$ cat src/rtl/mux_from_rs2_ie_to_alu.sv
// rtl/mux_from_rs2_ie_to_alu.sv - ALU operand-B select (rs2 / imm / 4) with registered copy and sticky illegal-select flag
// Optional feature macro: MRS2ANDIE_SHAMT_EN (select 11 yields imm[4:0] and is legal)
module mux_from_rs2_ie_to_alu #(
   parameter int          WIDTH      = 32,
   parameter int unsigned CONST_FOUR = 4
) (
   input  logic             clk,
   input  logic             rst_n,
   input  logic             en,
   input  logic [1:0]       mrs2andie_ctr,
   input  logic [WIDTH-1:0] rs2,
   input  logic [WIDTH-1:0] imm,
   output logic [WIDTH-1:0] mrs2andie_out,
   output logic [WIDTH-1:0] mrs2andie_q,
   output logic             sel_err
);

`ifdef MRS2ANDIE_SHAMT_EN
   localparam logic SEL11_ILLEGAL = 1'b0;
`else
   localparam logic SEL11_ILLEGAL = 1'b1;
`endif

   localparam logic [WIDTH-1:0] FOUR = WIDTH'(CONST_FOUR);

   // Unknown select bits fall to the default arm, so X/Z never leaks onto the ALU.
   always_comb begin
      mrs2andie_out = '0;
      case (mrs2andie_ctr)
         2'b00:   mrs2andie_out = rs2;
         2'b01:   mrs2andie_out = imm;
         2'b10:   mrs2andie_out = FOUR;
`ifdef MRS2ANDIE_SHAMT_EN
         2'b11:   mrs2andie_out = {{(WIDTH-5){1'b0}}, imm[4:0]};
`else
         2'b11:   mrs2andie_out = '0;
`endif
         default: mrs2andie_out = '0;
      endcase
   end

   always_ff @(posedge clk or negedge rst_n) begin
      if (!rst_n) begin
         mrs2andie_q <= '0;
         sel_err     <= 1'b0;
      end else if (en) begin
         mrs2andie_q <= mrs2andie_out;
         if (SEL11_ILLEGAL && (mrs2andie_ctr == 2'b11))
            sel_err <= 1'b1;
      end
   end

endmodule

$ cat config.mk
export PLATFORM = sky130hd
export DESIGN_NAME = mux_from_rs2_ie_to_alu
export DESIGN_NICKNAME = d
export VERILOG_FILES = /design/src/rtl/mux_from_rs2_ie_to_alu.sv
export SDC_FILE = /design/constraint.sdc
export NUM_CORES = 1
export LEC_CHECK = 0
export ABC_AREA = 1
export CELL_PAD_IN_SITES_DETAIL_PLACEMENT = 1
export CELL_PAD_IN_SITES_GLOBAL_PLACEMENT = 2
export CORE_ASPECT_RATIO = 1.75
export CORE_MARGIN = 5
export CORE_UTILIZATION = 15
export DETAILED_ROUTE_END_ITERATION = 12
export PLACE_DENSITY_LB_ADDON = 0.1
export RECOVER_POWER = 50
export REMOVE_ABC_BUFFERS = 1
export SLEW_MARGIN = 20
export SYNTH_ARGS = -nofsm -noshare
export SYNTH_HDL_FRONTEND = slang
export SYNTH_SLANG_ARGS = --single-unit
$ cat constraint.sdc
create_clock -name clk -period 1.5 [get_ports clk]
set_clock_uncertainty 0.15 [all_clocks]
set_input_delay 0.45 -clock clk [delete_from_list [all_inputs] [get_ports clk]]
set_output_delay 0.45 -clock clk [all_outputs]
set_load 0.02 [all_outputs]
==> parameters.txt <==
Parameter                              Value

Drt
  DRC violation count after routing    0
  Total via count in the routed design    between 2000 and 2500
  Final routed wirelength across all metal layers    approximately 9800 µm
  Count of routing violations after the opening detailed-route iteration    47
  Routed wire length per instance    between 15 and 20 µm
  Vias per cell    3.88
  Final ANT Viol Nets    0
  1st-pass router iterations    4

Final layout
  Post-route cell area    4550 µm²
  Synth-to-Final Area Change    148%
  Filler cells    1422
  Final-stage net count    542
  Diode insertion count for antenna repair    0
  Fraction of layout cells with a size suffix above 1    53.0%
  Final core occ    37.9%

Global route
  Aggregate global-route resource usage    13.4%
  Largest net degree at the start of global routing    34
  Number of global-route vias before repair    about 2700
  Wire length of the first global-routing pass    about 15000 µm
  Initial antenna violation count    1
  Sum of overflow across all layers after global routing    0

Clocking
  Number of buffers created by CTS    5
  Clock latency at the later pin of the worst-skew pair    ~0.27 ns
  Sink Count    33
  Clock root buffer master    clkbuf_16
  Clock-pin slew on the worst setup and hold paths    around 0.050 ns
  CTS tree    yes
  Maximum clock path buffer count    2
  Maximum level of the CTS H-tree    2

Placement
  PortBufs    roughly 130
  HPWL after detailed placement    6600 µm
  Placed Instance Area    between 3000 and 4000 µm²
  Last weighted congestion value of the routability-driven placer    0.712

Timing
  Share of the clock period used by the worst path    127%
  Highest clock frequency the design can meet    523 MHz
  Final Hold Viols    0
  Worst setup slack after layout    -0.411 ns
  Number of failing setup endpoints in the final timing report    40
  Worst relative slew slack    65.6%
  Post-layout minimum cycle time    1.91 ns
  Max-slew violation count    0
  Unrepaired setup endpoints after global routing    true
  Final-layout setup total negative slack    -12.77 ns
  Transition time at the pin with the least slew margin    0.516 ns

Worst setup path
  Setup crit start kind    input pin
  Critical Path Fanout Max    5
  Minimum setup slack among reg-to-reg paths    0.63 ns
  Crit path required time    0.90 ns
  Crit path kind    in2out
  Number of cells on the worst reg-to-reg path    1
  Reg-to-reg critical path startpoint    sel_err
  Reg-to-reg endpoint    sel_err
  Data arrival time of the critical path    between 1 and 1.5 ns
  Critical path capture point type    output pin

Floorplan
  Die area    about 15000 µm²
  Cell row count    53
  Chip height    156 µm
  Starting density of the core    approximately 15%
  Number of top-level design ports    134
  Area of the placeable core    12000 µm²
  Horiz. Die Dim    about 94 µm

Power
  Leakage power total    around 0.0025 µW
  Highest ir drop seen on vdd    roughly 0.36 mV
  Power density relative to cell area    roughly 700 nW/µm²

Hold path
  Hold/Removal Path Class    reg2reg
  Worst Min Path Start    mrs2andie_q[21]
  Number of cells on the worst hold path    2
  Hold-critical path endpoint    mrs2andie_q[21]

Synthesis
  Post-synth cell types    12
  Number of instances in the synthesized netlist    248
  Count of warnings emitted by yosys    0
  Sequential cell area fraction in the yosys report    45.1%
  Post-synthesis instance area    1830 µm²
  Mean instance size in the synthesized netlist    7.39 µm²
  Total of flip-flops plus latches after synthesis    33

Outcome
  Outcome    finished, violations left
  Failing checks    setup timing

Run
  Max_cap viols    0
worst max-delay path by stage:
stage,cells after the start,startpoint,slack [ns],to
2_1_floorplan,3,mrs2andie_ctr[1],-0.28,mrs2andie_out[2]
3_3_place_gp,5,mrs2andie_ctr[0],-1.31,mrs2andie_out[6]
3_5_place_dp,5,mrs2andie_ctr[0],-1.35,mrs2andie_out[6]
4_1_cts,8,mrs2andie_ctr[0],-0.42,mrs2andie_out[2]
5_1_grt,8,mrs2andie_ctr[1],-0.45,mrs2andie_out[8]
6_report,8,mrs2andie_ctr[1],-0.41,mrs2andie_out[6]
power by group:
group          switching, µW  internal [µW]  leakage (µW)
sequential              40.0            968      0.000426
clock                    376            618     0.0000652
combinational            601            672       0.00198
final cells by class:
type                    instances  area [µm²]  share of cell area (%)
inverters                       3        13.8                   0.302
flip-flops and latches         33         826                    18.1
well taps                     165         206                    4.54
multi-input cells             195        1150                    25.3
clock buffers                   8         136                    3.00
repair buffers                235        2220                    48.7
critical path: stages:
cell and delay [ns]:
buf_8 0.11, nor2_4 0.13, buf_12 0.13, buf_8 0.11, buf_16 0.14, nand2_4 0.06
nand2_4 0.06, buf_6 0.12
sequential cells by signal, summed over array words and instances, names as in the netlist:
signal and flops:
mrs2andie_q 32, sel_err 1
layer usage:
layer,track usage [%],up-vias,share of wire (%)
met3,2.60,11,4.4
met2,26.3,71,58
met1,14.0,1181,36
li1,-,1216,-
met5,0,-,0
met4,3.72,0,1.3
placed cells by master (no fill, tap or decap), types with 4 or more instances in the layout:
cell type        netlist  layout
nand3_1               32      27
buf_2                  7      34
clkdlybuf4s50_1        0      59
nand2_4                0      34
dfrtp_1               33      33
buf_6                  7      46
nand2_2               29      33
dlymetal6s2s_1         0       6
nand2_1              131      93
buf_12                 0       8
nand3_2                0       5
buf_8                  0       4
buf_4                  3      70
clkbuf_16              0       6
repair_timing:
item,in CTS,in global routing
setup endpoints to repair,98,39
setup buffers,58,14
endpoints found under the hold margin,26,0
pin swaps,5,18
hold buffers,1,0
gates cloned,4,1
gates resized for setup,393,70
per-stage QoR:
stage | instances | setup WS, ns | power [µW] | hold WS (ns)
after floorplan | 231 | -0.281 | 1370 | 0.00441
after global placement | 566 | -1.31 | 2070 | 0.288
after detailed placement | 566 | -1.35 | 2070 | 0.289
after CTS | 635 | -0.421 | 3280 | 0.280
after global routing | 639 | -0.449 | 3460 | 0.339
final | 639 | -0.411 | 3280 | 0.314
logic make-up (layout without fill, tap and decap cells):
| logic type | Yosys count | in the layout | synth area share [%] |
|---|---|---|---|
| simple gates | 194 | 194 | 46.4 |
| flops | 33 | 33 | 45.1 |
| buf+inv | 20 | 246 | 8.05 |
| compound gates | 1 | 1 | 0.478 |
cell usage after synthesis (all sizes together):
master / count / area share (%)
nand2: 160 / 37
buf: 17 / 7.4
and2: 1 / 0.34
nand3: 32 / 8.7
nor2: 1 / 0.61
dfrtp: 33 / 45
inv: 3 / 0.61
a31o: 1 / 0.48
Note: power is estimated with default switching activity, not from simulation.
